==> config.mk <==
export PLATFORM = sky130hd
export DESIGN_NAME = fetch_ctrl_flat
export DESIGN_NICKNAME = d
export VERILOG_FILES = /design/src/rtl/fetch_ctrl_pkg.sv /design/src/rtl/fetch_ctrl_if.sv /design/src/rtl/fetch_ctrl_sat_counter.sv /design/src/rtl/fetch_ctrl.sv /design/src/flat_wrapper.sv
export SDC_FILE = /design/constraint.sdc
export NUM_CORES = 1
export LEC_CHECK = 0
export ABC_AREA = 1
export CAP_MARGIN = 20
export CORE_ASPECT_RATIO = 0.8
export CORE_MARGIN = 4
export CORE_UTILIZATION = 54
export CTS_CLUSTER_SIZE = 30
export DETAILED_ROUTE_END_ITERATION = 7
export PLACE_DENSITY_LB_ADDON = 0.1
export SETUP_SLACK_MARGIN = 0.4
export SLEW_MARGIN = 20
export SYNTH_ARGS = -nofsm -noshare
export SYNTH_HDL_FRONTEND = slang
export SYNTH_SLANG_ARGS = --single-unit
export TNS_END_PERCENT = 10
==> constraint.sdc <==
create_clock -name clk -period 11.1 [get_ports clk]
set_input_delay 3.33 -clock clk [delete_from_list [all_inputs] [get_ports clk]]
set_output_delay 3.33 -clock clk [all_outputs]
set_load 0.005 [all_outputs]
==> src/rtl/fetch_ctrl_pkg.sv <==
// Shared types and constants for the 2-wide fetch controller.
//   fetch_ctrl_state_e : controller FSM states
//   in_imem()          : 33-bit range check so addr+offset never wraps into range
package fetch_ctrl_pkg;

    localparam int unsigned FETCH_WIDTH = 2;
    localparam int unsigned INST_BYTES  = 4;
    localparam int unsigned PAIR_BYTES  = FETCH_WIDTH * INST_BYTES;
    localparam int unsigned XLEN        = 32;

    typedef enum logic [1:0] {
        IDLE  = 2'd0,
        RUN   = 2'd1,
        STALL = 2'd2,
        HALT  = 2'd3
    } fetch_ctrl_state_e;

    // True when addr+offset lies below imem_bytes, evaluated without wrap-around.
    function automatic logic in_imem(input logic [XLEN-1:0] addr,
                                     input int unsigned     offset,
                                     input int unsigned     imem_bytes);
        return (33'(addr) + 33'(offset)) < 33'(imem_bytes);
    endfunction

endpackage

==> src/rtl/fetch_ctrl_if.sv <==
// Fetch controller bus: backend redirect, decode handshake, fetch address and status.
//   master : the controller (drives pc, fetch-register tags, status, counters)
//   slave  : surrounding pipeline / bench (drives start, dec_ready, redirect)
interface fetch_ctrl_if #(
    parameter int unsigned CNT_W = 16
);
    logic                              start;
    logic                              dec_ready;
    logic                              redirect_valid;
    logic [fetch_ctrl_pkg::XLEN-1:0]   redirect_pc;
    logic [fetch_ctrl_pkg::XLEN-1:0]   pc;
    logic                              fd_valid_a;
    logic                              fd_valid_b;
    logic [fetch_ctrl_pkg::XLEN-1:0]   fd_pc;
    logic                              halted;
    logic [CNT_W-1:0]                  fetch_cnt;
    logic [CNT_W-1:0]                  stall_cnt;

    modport master (
        input  start, dec_ready, redirect_valid, redirect_pc,
        output pc, fd_valid_a, fd_valid_b, fd_pc, halted, fetch_cnt, stall_cnt
    );

    modport slave (
        output start, dec_ready, redirect_valid, redirect_pc,
        input  pc, fd_valid_a, fd_valid_b, fd_pc, halted, fetch_cnt, stall_cnt
    );
endinterface

==> src/rtl/fetch_ctrl_sat_counter.sv <==
// Saturating up-counter, increment 0..2 per cycle, sticks at all-ones.
//   clk, rst : clock, async active-high reset
//   inc      : increment amount this cycle
//   count    : registered count value
module sat_counter #(
    parameter int unsigned W = 16
) (
    input  logic         clk,
    input  logic         rst,
    input  logic [1:0]   inc,
    output logic [W-1:0] count
);
    localparam int unsigned SUM_W = W + 1;

    logic [SUM_W-1:0] sum;

    // Extra carry bit flags overflow so the count clamps instead of wrapping.
    always_comb begin
        sum = {1'b0, count} + SUM_W'(inc);
    end

    always_ff @(posedge clk or posedge rst) begin
        if (rst) begin
            count <= '0;
        end else if (sum[W]) begin
            count <= '1;
        end else begin
            count <= sum[W-1:0];
        end
    end
endmodule

==> src/rtl/fetch_ctrl.sv <==
// 2-wide fetch sequencer: owns the fetch PC, tags the fetch-register pair with valids,
// stalls on decode backpressure, squashes on redirect, halts past end of IMEM.
//   clk, rst : clock, async active-high reset
//   bus      : fetch_ctrl_if master (start/dec_ready/redirect in; pc/fd_*/halted/counters out)
module fetch_ctrl
    import fetch_ctrl_pkg::*;
#(
    parameter logic [XLEN-1:0] RESET_PC   = 32'h0000_0000,
    parameter int unsigned     IMEM_BYTES = 128,
    parameter int unsigned     CNT_W      = 16
) (
    input  logic         clk,
    input  logic         rst,
    fetch_ctrl_if.master bus
);
    fetch_ctrl_state_e state_q, state_d;
    logic [XLEN-1:0]   pc_q, pc_d;
    logic [XLEN-1:0]   fd_pc_q, fd_pc_d;
    logic              va_q, va_d;
    logic              vb_q, vb_d;
    logic              hold;
    logic              redirect_eff;
    logic [1:0]        fetch_inc;
    logic [1:0]        stall_inc;

    // Next-state, hold and fetch-address logic; redirect > hold > advance.
    always_comb begin
        state_d      = state_q;
        pc_d         = pc_q;
        fd_pc_d      = fd_pc_q;
        va_d         = va_q;
        vb_d         = vb_q;
        hold         = va_q & ~bus.dec_ready;
        redirect_eff = bus.redirect_valid & (state_q != IDLE);
        fetch_inc    = 2'(va_q & bus.dec_ready) + 2'(vb_q & bus.dec_ready);
        stall_inc    = 2'(hold);

        if (redirect_eff) begin
            // Squash the wrong-path pair; a held pair is dropped uncounted.
            pc_d      = {bus.redirect_pc[XLEN-1:2], 2'b00};
            va_d      = 1'b0;
            vb_d      = 1'b0;
            state_d   = RUN;
            fetch_inc = 2'd0;
            stall_inc = 2'd0;
        end else begin
            unique case (state_q)
                IDLE: begin
                    if (bus.start) begin
                        state_d = RUN;
                    end
                end
                RUN, STALL: begin
                    if (hold) begin
                        state_d = STALL;
                    end else begin
                        fd_pc_d = pc_q;
                        va_d    = in_imem(pc_q, 0, IMEM_BYTES);
                        vb_d    = in_imem(pc_q, INST_BYTES, IMEM_BYTES);
                        if (in_imem(pc_q, 0, IMEM_BYTES)) begin
                            pc_d    = pc_q + XLEN'(PAIR_BYTES);
                            state_d = RUN;
                        end else begin
                            state_d = HALT;
                        end
                    end
                end
                HALT: begin
                    // Drain the last pair once decode takes it.
                    if (!hold) begin
                        va_d = 1'b0;
                        vb_d = 1'b0;
                    end
                end
                default: state_d = IDLE;
            endcase
        end

        // Re-present the held pair's address so the fetch register stays stable.
        bus.pc = hold ? fd_pc_q : pc_q;
    end

    always_ff @(posedge clk or posedge rst) begin
        if (rst) begin
            state_q <= IDLE;
            pc_q    <= RESET_PC;
            fd_pc_q <= RESET_PC;
            va_q    <= 1'b0;
            vb_q    <= 1'b0;
        end else begin
            state_q <= state_d;
            pc_q    <= pc_d;
            fd_pc_q <= fd_pc_d;
            va_q    <= va_d;
            vb_q    <= vb_d;
        end
    end

    sat_counter #(.W(CNT_W)) u_fetch_cnt (
        .clk   (clk),
        .rst   (rst),
        .inc   (fetch_inc),
        .count (bus.fetch_cnt)
    );

    sat_counter #(.W(CNT_W)) u_stall_cnt (
        .clk   (clk),
        .rst   (rst),
        .inc   (stall_inc),
        .count (bus.stall_cnt)
    );

    assign bus.fd_pc      = fd_pc_q;
    assign bus.fd_valid_a = va_q;
    assign bus.fd_valid_b = vb_q;
    assign bus.halted     = (state_q == HALT);
endmodule
==> src/flat_wrapper.sv <==
// flat-port wrapper written by rule: the top's interface ports become plain ports
module fetch_ctrl_flat import fetch_ctrl_pkg::*;
#(
    parameter logic [XLEN-1:0] RESET_PC   = 32'h0000_0000,
    parameter int unsigned     IMEM_BYTES = 128,
    parameter int unsigned     CNT_W      = 16
)
  (clk, rst, bus_start, bus_dec_ready, bus_redirect_valid, bus_redirect_pc, bus_pc, bus_fd_valid_a, bus_fd_valid_b, bus_fd_pc, bus_halted, bus_fetch_cnt, bus_stall_cnt);
  fetch_ctrl_if #(.CNT_W(CNT_W)) bus_i ();
  input  logic clk;
  input  logic rst;
  input wire logic [$bits(bus_i.start)-1:0] bus_start;
  input wire logic [$bits(bus_i.dec_ready)-1:0] bus_dec_ready;
  input wire logic [$bits(bus_i.redirect_valid)-1:0] bus_redirect_valid;
  input wire logic [$bits(bus_i.redirect_pc)-1:0] bus_redirect_pc;
  output wire logic [$bits(bus_i.pc)-1:0] bus_pc;
  output wire logic [$bits(bus_i.fd_valid_a)-1:0] bus_fd_valid_a;
  output wire logic [$bits(bus_i.fd_valid_b)-1:0] bus_fd_valid_b;
  output wire logic [$bits(bus_i.fd_pc)-1:0] bus_fd_pc;
  output wire logic [$bits(bus_i.halted)-1:0] bus_halted;
  output wire logic [$bits(bus_i.fetch_cnt)-1:0] bus_fetch_cnt;
  output wire logic [$bits(bus_i.stall_cnt)-1:0] bus_stall_cnt;
  assign bus_i.start = bus_start;
  assign bus_i.dec_ready = bus_dec_ready;
  assign bus_i.redirect_valid = bus_redirect_valid;
  assign bus_i.redirect_pc = bus_redirect_pc;
  assign bus_pc = bus_i.pc;
  assign bus_fd_valid_a = bus_i.fd_valid_a;
  assign bus_fd_valid_b = bus_i.fd_valid_b;
  assign bus_fd_pc = bus_i.fd_pc;
  assign bus_halted = bus_i.halted;
  assign bus_fetch_cnt = bus_i.fetch_cnt;
  assign bus_stall_cnt = bus_i.stall_cnt;
  fetch_ctrl #(.RESET_PC(RESET_PC), .IMEM_BYTES(IMEM_BYTES), .CNT_W(CNT_W)) u_core (.clk(clk), .rst(rst), .bus(bus_i));
endmodule
Word level (Yosys, flattened, before mapping) --
Index checks and enable logic that the tools add are counted.
Word-level totals: register bits 100, bits of input ports 37, output and inout port bits 99, word-level logic and storage cells 59
Operators by class: $add $sub $neg 5, order comparisons 2, equal/unequal tests 7, multiplexer cells 21, bitwise gates (word level) 6, reduce and logical (&&, ||, !) cells 11
Operators with widths (number):
- 2-to-1 mux 32 bit | 5
- adder 32 x 3 -> 33 bit, second input constant | 1
- less-than comparator 33 x 8 -> 1 bit, second input constant | 1
- adder 32 x 4 -> 32 bit, second input constant | 1
- less-than comparator 32 x 8 -> 1 bit, second input constant | 1
- 2-to-1 mux 16 bit | 2
- adder 16 x 1 -> 17 bit | 1
- adder 16 x 2 -> 17 bit | 1
- 2-to-1 mux 2 bit | 5
- 2-to-1 mux 1 bit | 6
- inequality test 3 bit, second input constant | 2
- AND reduction 3 bit | 2
- nonzero test 2 bit | 3
- nonzero test 3 bit | 2
- bitwise AND 1 bit | 4
- equality test 2 bit, second input constant | 2
- case mux 1 bit (2 select lines) | 2
- case mux 2 bit (2 select lines) | 1
- AND reduction 2 bit | 2
- inequality test 3 x 2 -> 1 bit, second input constant | 1
- adder 2 bit | 1
- equality test 2 x 1 -> 1 bit, second input constant | 1
- zero test 2 bit | 1
- inequality test 2 bit, second input constant | 1
- 2 further kinds | 3

Depth between registers and ports, before layout --
word-level depth 5, mapped depth 20, mapped depth without buffers 18

By module --
From an unflattened synthesis, not the netlist that was laid out.
Unflattened totals: cells, all modules 875, area, all modules 6035.8 sq um
Modules (own cells, without submodules):
- fetch_ctrl | times used 1, cells an instance 635, area an instance 4159.0 sq um
- sat_counter | times used 2, cells an instance 120, area an instance 938.4 sq um

Worst setup path after synthesis --
No wires, ideal clock.
path type input to output, from in bus_dec_ready, to out bus_pc[18], arrival 4177 ps, required time 7770 ps, path slack 3593 ps, cell stages on the path 5, buffers on the path 2, path through nor2_1 -> clkbuf_1 -> clkbuf_1 -> nand2_1 -> o21ai_0
On the way: longest elaborated chain between the ends 3
Ends and longest elaborated chain:
- start, declared | RTL line flat_wrapper.sv:13 | input wire logic [$bits(bus_i.dec_ready)-1:0] bus_dec_ready;
- NOT 1 bit | RTL line fetch_ctrl.sv:33 | hold = va_q & ~bus.dec_ready;
- bitwise AND 1 bit | RTL line fetch_ctrl.sv:33
- 2-to-1 mux 32 bit | RTL line fetch_ctrl.sv:80 | bus.pc = hold ? fd_pc_q : pc_q;
- end, declared | RTL line flat_wrapper.sv:16 | output wire logic [$bits(bus_i.pc)-1:0] bus_pc;
Every way passes these cells.

Worst setup path after layout --
from in bus_dec_ready, to out bus_pc[20]
The elaborated chain is that of the path after synthesis.

==> qor.txt <==
Pin count of the biggest net entering global routing - 57
Routability congestion estimate - 0.941
Effective utilization at floorplan - 55.4%
Grt ovf - 0
Syn nets - 860
Most common cell after layout, fill and taps aside - nand2_1
Clk sinks - 98
Post-Synthesis Cell Area - 5670 um^2
Die area - 12200 um^2
Multi-input logic area - 2770 um^2
Setup bufs post-CTS - 0
Max_cap viols - 0
Wire per inst - 15.0 um
Drt pass-1 iters - 5
Critical Path Start - bus_dec_ready
Total number of H-tree levels - 3
Hold_sp - u_core.bus.fd_pc[8]$_DFFE_PP0P_
Die height - 99.7 um
Worst r2r path cells - 14
Tcrit/Tclk final - 76.9%
CTS tree - built
Setup Skew - 0.00611 ns
Crit path launch type - input port
Max IR drop VDD - 0.000104 V
CP Max Fanout - 56
Status - finished clean
Antenna fix cells - 0
Most utilized layer in the global route result - met2
Hold Path Stages - 2
Grt met3 use - 7.16%
Fmax - 117 MHz
Met2 usage - 42.1%
P per Cell Area - 130 nW/um^2
Share of cells above drive strength 1 - 4.98%
Vias in the first global route - 5499
Clock transition time at the flip-flop clock pins of the worst setup and hold paths - 0.07 ns
CTS root buffer - clkbuf_16
Sequential share of the synthesized area - 43.2%
Filler cells - 847
Crit path required time - 7.77 ns
Post-Synthesis Cells - 813
Synthesis-stage register bit count - 98
DP Wirelength - 12.3 mm
Worst Max-Slew Pin Slew - 0.991 ns
Num ports - 136
Final WL - 16.2 mm
Final hold violation count - 0
Final Slew Violations - 0
First-pass GRT wire length - 27.0 mm
Tmin final - 8.54 ns
FF+latch area - 2450 um^2
Commonest cells after routing, fill and taps aside - nand2_1 (325), clkdlybuf4s50_1 (133), dfrtp_1 (98), inv_1 (91), nor2_1 (83)
Via-to-Cell Ratio - 5.26
Setup CP Type - input port to primary output
Avg Cell Area, Syn - 6.97 um^2
Yosys cell types - 35
Hold crit path type - flip-flop to flip-flop
Worst reg2reg startpoint - u_core.state_q[0]$_DFFE_PP0P_
Resize count post-CTS - 0
Leakage - 3.55 nW
Buffer levels on the longest clock path - 2
Worst rel slew slack - 33.9%
Nets - 986
Total power - 0.966 mW
Arr. time, crit path - 5.21 ns
DR DRC count - 0
Layout area overhead - 30.6%
Core area - 10200 um^2
Die width - 123 um
Initial DRC count - 403
Antenna violations before repair - 0
Unrepaired setup endpoints after global routing - false
Synth Warn # - 0
Final setup viols - 0
CP Capture Type - primary output
Setup TNS - 0 ns
Met1 Track Usage GR - 40.0%
Port Buffers - 133
Clk_lat worst skew - 0.34 ns
Cts bufs inserted - 9
Via count - 5695
All-Layer GR Usage - 27.9%
Row count - 33
Antenna viol nets, final - 0
CTS Hold Bufs - 0
-- flip-flops by register name, summed over array words and instances, names as in the netlist --
signal,cells
u_core.bus.fd_pc,32
u_core.u_stall_cnt.count,16
u_core.u_fetch_cnt.count,16
u_core.pc_q,30
u_core.state_q,2
u_core.bus.fd_valid_b,1
u_core.bus.fd_valid_a,1
-- where the power goes --
part / switching (mW) / internal (mW) / total, mW / leakage, nW
logic: 0.104 / 0.107 / 0.211 / 2.18
clock network: 0.134 / 0.187 / 0.321 / 0.145
registers: 0.0393 / 0.395 / 0.434 / 1.22
-- layout make-up --
cell class | instances | share of cell area (%)
Clock buffer | 12 | 3.46
Clock inverter | 3 | 0.625
Inverter | 94 | 4.80
Multi-Input combinational cell | 600 | 37.4
Sequential cell | 98 | 33.1
Tap cell | 140 | 2.37
Timing Repair Buffer | 136 | 18.3
-- per-layer routing --
metal,part of all wire [%],up-vias
li1,-,2782
met1,46,2686
met2,44,202
met3,8.9,25
met4,1.8,0
met5,0,-
-- Yosys cell counts, drive strengths merged --
master | instances | area, um^2
nor2 | 91 | 369
nand3 | 50 | 255
xnor2 | 6 | 52.6
or2 | 2 | 12.5
o31ai | 1 | 7.51
a22oi | 1 | 7.51
fa | 1 | 20.0
o21ai | 71 | 404
inv | 94 | 353
nand2 | 327 | 1230
buf | 7 | 53.8
mux2i | 1 | 10.0
clkbuf | 14 | 52.6
xor2 | 8 | 70.1
a31oi | 1 | 6.26
nand3b | 3 | 22.5
nor3b | 1 | 12.5
ha | 9 | 113
dfrtp | 98 | 2450
nor3 | 10 | 65.1
nand4 | 9 | 56.3
a21o | 1 | 7.51
a21oi | 7 | 35.0
-- cells by family after synthesis --
group | after synthesis | synth area share (%)
AO/OA/AOI/OAI | 82 | 8.25
XOR/XNOR | 14 | 2.16
adder cells (fa/ha/maj) | 10 | 2.34
buffers and inverters | 115 | 8.10
flip-flops | 98 | 43.2
multiplexers | 1 | 0.177
AND/OR/NAND/NOR | 493 | 35.7
-- worst max-delay path: stages --
cell and delay, ns:
clkdlybuf4s50_1 0.47, nor2_4 0.14, buf_4 0.43, nand2_1 0.10
o21ai_0 0.17, clkdlybuf4s50_1 0.57
-- stage by stage --
step | setup slack, ns | utilization (%) | cell area (um^2) | hold WS [ns] | instances
after floorplan | 3.59 | - | 5670 | 0.486 | 813
after detailed placement | 2.60 | 69.4 | 7100 | 0.490 | 1068
after CTS | 2.54 | 72.3 | 7410 | 0.508 | 1083
after global routing | 2.41 | 72.3 | 7410 | 0.539 | 1083
after global placement | 2.62 | 69.4 | 7100 | 0.486 | 1068
final | 2.56 | 72.3 | 7410 | 0.508 | 1083
-- worst paths after layout --
| kind | end | slack, ns |
|---|---|---|
| setup / recovery | bus_pc[20] | 2.56 |
| hold / removal | u_core.bus.fd_pc[8]$_DFFE_PP0P_ | 0.51 |
| setup reg to reg | u_core.u_fetch_cnt.count[11]$_DFF_PP0_ | 6.81 |
| hold reg to reg | u_core.bus.fd_pc[8]$_DFFE_PP0P_ | 0.51 |
| max in group asynchronous | u_core.bus.fd_pc[22]$_DFFE_PP0P_ | 6.58 |
| min in group asynchronous | u_core.u_stall_cnt.count[15]$_DFF_PP0_ | 3.41 |
Power figures use the tool's default switching activity.
